**config.mk**
```make
export PLATFORM = sky130hd
export DESIGN_NAME = ldst_cluster_scheduler
export DESIGN_NICKNAME = d
export VERILOG_FILES = /design/src/rtl/ldst_cluster_scheduler.sv
export SDC_FILE = /design/constraint.sdc
export NUM_CORES = 1
export LEC_CHECK = 0
export CAP_MARGIN = 20
export CORE_AREA = 2 2 127 79
export DETAILED_ROUTE_END_ITERATION = 6
export DIE_AREA = 0 0 129 81
export GPL_TIMING_DRIVEN = 0
export HOLD_SLACK_MARGIN = 0.15
export PLACE_DENSITY = 0.8
export SKIP_LAST_GASP = 1
export SLEW_MARGIN = 5
export SYNTH_ARGS = -nofsm -noshare
export SYNTH_HDL_FRONTEND = slang
export SYNTH_SLANG_ARGS = --single-unit
export TNS_END_PERCENT = 100
```
**constraint.sdc**
```tcl
create_clock -name clk_i -period 3.4 [get_ports clk_i]
set_input_delay 0.51 -clock clk_i [delete_from_list [all_inputs] [get_ports clk_i]]
set_output_delay 0.51 -clock clk_i [all_outputs]
set_load 0.1 [all_outputs]
```
**src/rtl/ldst_cluster_scheduler.sv**
```systemverilog
// ldst_cluster_scheduler
//
// Sequences one vector load/store instruction across all clusters of the
// multi-cluster vector unit. The global vl is split element-interleaved
// (cluster c owns elements c, c+N, c+2N, ...). A per-cluster request goes
// out over an independent valid/ready handshake, the per-cluster done
// pulses are collected, and one response is returned upstream.
//
// Optional feature: define LDST_SCHED_TIMEOUT_EN to enable a BUSY watchdog.
// When it fires, the instruction ends with resp_err_o=1. Without the macro
// resp_err_o is tied low and BUSY waits indefinitely.
//
// Ports:
//   clk_i, rst_i            clock, async active-high reset
//   req_valid_i/req_ready_o instruction handshake
//   req_vl_i, req_vsew_i    global vl and element width
//   req_store_i, req_id_i   direction (1 = store) and tag
//   cl_valid_o/cl_ready_i   per-cluster request handshakes
//   cl_vl_o                 per-cluster element count; cluster c at [c*VlW +: VlW]
//   cl_vsew_o, cl_store_o,
//   cl_id_o                 broadcast copies of the latched request
//   cl_done_i               per-cluster single-cycle completion pulses
//   resp_valid_o/resp_ready_i response handshake
//   resp_id_o, resp_err_o   response tag and watchdog error flag
//   spurious_o              sticky: done pulse seen for a cluster not issued
//
// state | meaning
// IDLE  | ready for a new instruction
// BUSY  | requests outstanding or completions pending
// RESP  | response held until resp_ready_i
module ldst_cluster_scheduler #(
  parameter int unsigned NrClusters    = 4,
  parameter type         vlen_cl_t     = logic [15:0],
  parameter int unsigned IdWidth       = 4,
  parameter int unsigned TimeoutCycles = 1024,
  localparam int unsigned VlW          = $bits(vlen_cl_t)
) (
  input  logic                       clk_i,
  input  logic                       rst_i,
  input  logic                       req_valid_i,
  output logic                       req_ready_o,
  input  logic [VlW-1:0]             req_vl_i,
  input  logic [2:0]                 req_vsew_i,
  input  logic                       req_store_i,
  input  logic [IdWidth-1:0]         req_id_i,
  output logic [NrClusters-1:0]      cl_valid_o,
  input  logic [NrClusters-1:0]      cl_ready_i,
  output logic [NrClusters*VlW-1:0]  cl_vl_o,
  output logic [2:0]                 cl_vsew_o,
  output logic                       cl_store_o,
  output logic [IdWidth-1:0]         cl_id_o,
  input  logic [NrClusters-1:0]      cl_done_i,
  output logic                       resp_valid_o,
  input  logic                       resp_ready_i,
  output logic [IdWidth-1:0]         resp_id_o,
  output logic                       resp_err_o,
  output logic                       spurious_o
);

  localparam int unsigned L = $clog2(NrClusters);

  if ((NrClusters < 2) || ((1 << L) != NrClusters)) begin : g_bad_nr_clusters
    $error("NrClusters must be a power of two >= 2");
  end
  if (TimeoutCycles < 2) begin : g_bad_timeout
    $error("TimeoutCycles must be >= 2");
  end

  typedef enum logic [1:0] {IDLE, BUSY, RESP} state_e;

  state_e                 state_q, state_d;
  logic [NrClusters-1:0]  issued_q, issued_d;
  logic [NrClusters-1:0]  done_q, done_d;
  logic                   spurious_q, spurious_d;
  logic [VlW-1:0]         share_d [NrClusters];
  logic [VlW-1:0]         cl_vl_q [NrClusters];
  logic [NrClusters-1:0]  zero_share;
  logic [2:0]             vsew_q;
  logic                   store_q;
  logic [IdWidth-1:0]     id_q;
  logic                   accept;
  logic [NrClusters-1:0]  cl_hs;
  logic [NrClusters-1:0]  done_ok;
  logic [NrClusters-1:0]  done_stray;

  // Shares depend only on the incoming vl; the remainder elements go to the
  // lowest-numbered clusters.
  always_comb begin
    for (int c = 0; c < NrClusters; c++) begin
      share_d[c] = req_vl_i >> L;
      if (L'(c) < req_vl_i[L-1:0]) share_d[c] = share_d[c] + VlW'(1);
      zero_share[c] = (share_d[c] == '0);
    end
  end

  assign accept       = (state_q == IDLE) && req_valid_i;
  assign req_ready_o  = (state_q == IDLE);
  assign resp_valid_o = (state_q == RESP);
  assign cl_valid_o   = (state_q == BUSY) ? ~issued_q : '0;
  assign cl_hs        = cl_valid_o & cl_ready_i;
  // A done pulse is legal for an issued cluster or one handshaking this cycle;
  // outside BUSY every pulse is stray.
  assign done_ok      = (state_q == BUSY) ? (cl_done_i & (issued_q | cl_hs)) : '0;
  assign done_stray   = cl_done_i & ~done_ok;

`ifdef LDST_SCHED_TIMEOUT_EN
  localparam int unsigned CntW = $clog2(TimeoutCycles) + 1;
  logic [CntW-1:0] cnt_q, cnt_d;
  logic            err_q, err_d;
  assign resp_err_o = err_q;
`else
  assign resp_err_o = 1'b0;
`endif

  always_comb begin
    state_d    = state_q;
    issued_d   = issued_q;
    done_d     = done_q;
    spurious_d = spurious_q | (|done_stray);
`ifdef LDST_SCHED_TIMEOUT_EN
    cnt_d      = cnt_q;
    err_d      = err_q;
`endif
    unique case (state_q)
      IDLE: begin
        if (req_valid_i) begin
          issued_d = zero_share;
          done_d   = zero_share;
          state_d  = (req_vl_i == '0) ? RESP : BUSY;
`ifdef LDST_SCHED_TIMEOUT_EN
          cnt_d    = '0;
`endif
        end
      end
      BUSY: begin
        issued_d = issued_q | cl_hs;
        done_d   = done_q | done_ok;
        if (&done_d) begin
          state_d = RESP;
        end
`ifdef LDST_SCHED_TIMEOUT_EN
        else if (cnt_q == CntW'(TimeoutCycles - 1)) begin
          // Watchdog fires on the cycle the counter would reach the limit.
          state_d = RESP;
          err_d   = 1'b1;
        end
        cnt_d = cnt_q + CntW'(1);
`endif
      end
      RESP: begin
        if (resp_ready_i) begin
          state_d = IDLE;
`ifdef LDST_SCHED_TIMEOUT_EN
          err_d   = 1'b0;
`endif
        end
      end
      default: state_d = IDLE;
    endcase
  end

  always_ff @(posedge clk_i or posedge rst_i) begin
    if (rst_i) begin
      state_q    <= IDLE;
      issued_q   <= '0;
      done_q     <= '0;
      spurious_q <= 1'b0;
`ifdef LDST_SCHED_TIMEOUT_EN
      cnt_q      <= '0;
      err_q      <= 1'b0;
`endif
    end else begin
      state_q    <= state_d;
      issued_q   <= issued_d;
      done_q     <= done_d;
      spurious_q <= spurious_d;
`ifdef LDST_SCHED_TIMEOUT_EN
      cnt_q      <= cnt_d;
      err_q      <= err_d;
`endif
    end
  end

  always_ff @(posedge clk_i or posedge rst_i) begin
    if (rst_i) begin
      vsew_q  <= '0;
      store_q <= 1'b0;
      id_q    <= '0;
      for (int c = 0; c < NrClusters; c++) cl_vl_q[c] <= '0;
    end else if (accept) begin
      vsew_q  <= req_vsew_i;
      store_q <= req_store_i;
      id_q    <= req_id_i;
      for (int c = 0; c < NrClusters; c++) cl_vl_q[c] <= share_d[c];
    end
  end

  always_comb begin
    for (int c = 0; c < NrClusters; c++) cl_vl_o[c*VlW +: VlW] = cl_vl_q[c];
  end

  assign cl_vsew_o  = vsew_q;
  assign cl_store_o = store_q;
  assign cl_id_o    = id_q;
  assign resp_id_o  = id_q;
  assign spurious_o = spurious_q;

endmodule

```
## Word level (Yosys, flattened, before mapping)

Cells that the tools add are included.
Widths: inputs -> output; s select.

- Input bits: 36
- Logic and storage cells: 55
- Output and inout bits: 84
- Flip-flop bits (word level): 83

- Mux-type cells: 14
- Reduce and logical (&&, ||, !) cells: 12
- $lt $le $gt $ge: 4
- Eq/ne operators: 5
- Bitwise logic cells: 8
- $add $sub $neg: 1

Operators with widths:

| cell | number |
|---|---|
| $logic_not 16->1 | 5 |
| $mux 16 | 4 |
| $pmux 4 s2 | 2 |
| $add 14x1->15 const B | 1 |
| $and 4x4->4 | 3 |
| $mux 4 | 3 |
| $mux 2 | 4 |
| $not 4->4 | 2 |
| $or 4x4->4 | 2 |
| $pmux 2 s3 | 1 |
| $lt 1x2->1 const A | 2 |
| $lt 2x2->1 const A | 2 |
| $ne 2x1->1 const B | 2 |
| $reduce_and 4->1 | 1 |
| $reduce_or 4->1 | 1 |
| $reduce_and 3->1 | 1 |
| $eq 2x1->1 const B | 1 |
| $eq 2x2->1 const B | 1 |
| $logic_not 2->1 | 1 |
| $ne 2x2->1 const B | 1 |
| $reduce_and 2->1 | 1 |
| $reduce_bool 2->1 | 1 |
| $logic_and 1x1->1 | 1 |
| $or 1x1->1 | 1 |

## Longest topological paths before layout

- Depth after elaboration: 10
- Depth in mapped cells: 9
- Gate-level depth less buffers: 8

## Least setup slack after synthesis

Ideal clock, no wire load.

- Path kind: register -> register
- From: register state_q[0]
- To: register cl_vl_q (netlist bit cl_vl_o[60])
- Period minus slack after synthesis: 2.776 ns
- Arrival: 2.708 ns
- Setup slack: 0.624 ns
- Cell stages (with the launch flop): 7
- Buffers on the path: 2
- Cell sequence: dfrtp_1 nor2_1 and2_1 clkbuf_1 clkbuf_1 nand2_1 nand2_1

- Word-level cells in the longest chain between the ends: 2

RTL lines:

| what | RTL line | source |
|---|---|---|
| start: declaration | 71 | `state_e state_q, state_d;` |
| start signal: assignment | 173 | `state_q <= state_d;` |
| $logic_not 2->1 | - |  |
| net req_ready_o | 41 | `output logic req_ready_o,` |
| $logic_and 1x1->1 | 96 | `assign accept = (state_q == IDLE) && req_valid_i;` |
| end: declaration | 76 | `logic [VlW-1:0] cl_vl_q [NrClusters];` |

The timed path passes the listed nets, and every way through them passes these cells.
A chain may end at the register's enable or synchronous reset.

## Worst setup path after layout

- From: input port req_vl_i[2]
- To: register done_q[2]

- Word-level cells in the longest chain between the ends: 5

RTL lines:

| what | RTL line | source |
|---|---|---|
| start: declaration | 42 | `input logic [VlW-1:0] req_vl_i,` |
| $add 14x1->15 | 91 | `if (L'(c) < req_vl_i[L-1:0]) share_d[c] = share_d[c] + VlW'(1);` |
| $mux 16 * | 91 |  |
| $logic_not 16->1 * | 92 | `zero_share[c] = (share_d[c] == '0);` |
| $mux 4 * | 126 | `if (req_valid_i) begin` |
| $pmux 4 s2 * | 124 | `unique case (state_q)` |
| end signal: assignment | 175 | `done_q <= done_d;` |
| end: declaration | 73 | `logic [NrClusters-1:0] done_q, done_d;` |

Mark *: on every way between the ends. The rest lies on a longest branch, timed or not. The select of a mux whose other input is x is not followed.

==> results.toml <==
[status]
status = "complete, no violations"

[timing]
report.final.slew_viol_count = 0
setup_tns_ns = 0
worst_slew_margin_rel_pct = 32.6
setup_violations = 0
hold_viol = 0
skew_ns = 0.00761
fin_crit_sh_pct = 90.1
worst_pin_slew_ns = 1.01
setup_ws_ns = 0.336
fmax_mhz = 326
rsz0062_at_grt = "no"
fin_crit_ns = 3.06

[floorplan]
die_area_um2 = 10400
num_io_pins = 120
die_h_um = 81
die_width_um = 129
core_area_um2 = 9490
start_util_pct = 47.0
num_rows = 28

[global_route]
grtUsageTotal_pct = 29.5
grt_pass1_vias = 4112
antenna_found_initial = 1
globalRouteOverflowTotal = 0
grt_max_degree = 43
grt_pass1_wl_um = 23000

[yosys]
async_flop_share_pct = 100
yosys-top-cells-area = "dfrtp_1 44%, nand2_1 11%, xnor2_1 8.3%, o21ai_0 5.7%, nor2_1 3.3%"
yosysTopAreaCell = "dfrtp_1"
ys_warn_count = 0
ys_seq_elements = 78
synth_edf_count = 0
syn-cell-area_um2 = 4460
synth_cells = 529
ys_seq_area_share_pct = 43.8
synth_flop_cell = "dfrtp_1"
synth_top_area_share_pct = 43.8
ys_types = 55
avgSynthCellArea_um2 = 8.43

[route]
dr_total_vias = 4347
drc = 0
wl_per_cell_um = 18.7
finalWirelength_um = 14800
dr.pass1.iters = 5
drtIter0Drc = 308
postRouteAntennaNets = 0
viasPerCell = 5.49

[clocking]
cts_sinks = 78
htree_levels = 3
insertion_delay_ns = 0.35
cts_tree = "yes"
cts_setup_buffers = 0
ctsHoldBuffers = 0
clk_pin_slew_worst_paths_ns = 0.06
clock_path_buffers = 2
ctsResizeCount = 0
clockRootBuffer = "clkbuf_16"
cts_buffers = 9

[final_layout]
drive_gt1_share_pct = 9.30
nets = 690
area_delta_synth_final_pct = 35.0
design_area_um2 = 6020
fill_cells = 854

[flow_run]
cap_violations = 0

[setup_path]
cp_max_fo = 10
r2r_cells = 6
start_kind = "input port"
end_kind = "register"
ff2ff_setup_slack_ns = 1.15
critPathLaunch = "req_vl_i[2]"
worstSetupPathType = "input port to register"
critPathRequiredTime_ns = 3.68
arrival_ns = 3.34
reg2reg_from = "state_q[0]"
crit-reg2reg-capture = "done_q[2]"

[placement]
gp_congestion = 0.964
dp_slack_ns = 0.0969
dp_hpwl_um = 11300
portBuffers = 106
placed_area_um2 = 5730

[min_path]
worstHoldEndpoint = "cl_vsew_o[2]"
hp-class = "register to register"
min_from = "cl_vsew_o[2]"
min_path_cells = 2
metal layers:
layer	vias to the layer above	track usage, %	share of wire (%)
li1	2027	-	-
met1	2093	44.1	49
met2	202	42.4	41
met3	25	8.17	8.9
met4	0	6.41	1.3
met5	-	0	0
cell usage in the layout (no fill, tap or decap), drive strengths merged, types with 2 or more instances in the layout:
cell type        n
nand3           13
nand2          126
nor3            18
a31oi            4
o2111ai          2
and3             4
mux2i            7
o22a             7
xnor2           42
and2             2
nor2b            3
o21ai           52
buf             32
clkdlybuf4s50  106
dfrtp           78
a21oi           14
and4             3
o21a             4
or2              2
nor4            13
xor2             5
nand4            9
conb             6
nor2            40
clkbuf          31
clkinv           2
inv              7
ha               2
clkinvlp         2
o22ai            2
registers in the layout, indices dropped and copies added, names as in the netlist:
signal and flops:
cl_id_o 4, cl_store_o 1, cl_vl_o 59, cl_vsew_o 3, done_q 4, issued_q 4, spurious_o 1, state_q 2
final cells by class:
| cell class | instances | area [µm²] | area share, % |
|---|---|---|---|
| multi-input combinational | 397 | 2240 | 37.2 |
| sequential | 78 | 1950 | 32.4 |
| timing repair buffer | 107 | 1080 | 18.0 |
| buffer | 52 | 259 | 4.30 |
| clock buffer | 10 | 229 | 3.80 |
| tap | 135 | 169 | 2.81 |
| clock inverter | 5 | 58.8 | 0.977 |
| inverter | 7 | 28.8 | 0.478 |
| antenna | 1 | 2.50 | 0.0416 |
worst max-delay path by stage:
stage	endpoint	slack (ns)	cells after the start
after global placement	cl_vl_o[32]	-0.25	2
after CTS	cl_valid_o[2]	0.44	4
after floorplan	cl_vl_o[60]	0.62	6
after global routing	done_q[2]	0.24	10
after detailed placement	done_q[2]	0.1	10
final	done_q[2]	0.34	10
synthesized netlist by cell type, types with 2 or more instances:
master,instances
nand2_1,125
dfrtp_1,78
o21ai_0,51
xnor2_1,42
nor2_1,39
clkbuf_1,21
buf_2,15
nor3_1,15
a21oi_1,14
nand3_1,13
buf_4,12
nor4_1,8
mux2i_1,7
nand4_1,7
o22a_1,7
inv_1,6
nor4_2,5
xor2_1,5
a31oi_1,4
and3_1,4
buf_1,4
o21a_1,4
and4_1,3
nor2b_1,3
nor3_2,3
and2_1,2
ha_1,2
o22ai_1,2
or2_2,2
kinds of logic after synthesis:
logic type               after synthesis  share of synthesized area [%]
adder cells (fa/ha/maj)                2                          0.561
XOR/XNOR                              47                           9.23
AND/OR/NAND/NOR                      240                           25.6
buffers and inverters                 59                           6.40
AO/OA/AOI/OAI                         95                           12.8
flip-flops                            78                           43.8
other                                  1                         0.0841
multiplexers                           7                           1.57
critical path, stage by stage:
cell	delay (ns)
clkdlybuf4s50_1	0.50
buf_2	0.28
inv_1	0.13
ha_1	0.42
nor2b_1	0.24
mux2i_1	0.11
nor3_1	0.33
o311ai_1	0.19
nor4_2	0.41
o22a_1	0.22
stage by stage:
step,utilization [%],hold WS [ns],std cells
after floorplan,-,0.483,534
after global placement,60.1,0.454,775
after detailed placement,60.3,0.462,776
after CTS,63.4,0.474,791
after global routing,63.4,0.498,791
final,63.4,0.472,792
Power is not shown: default switching activity piles up to over one toggle a cycle in this logic, so the estimate is an artifact.
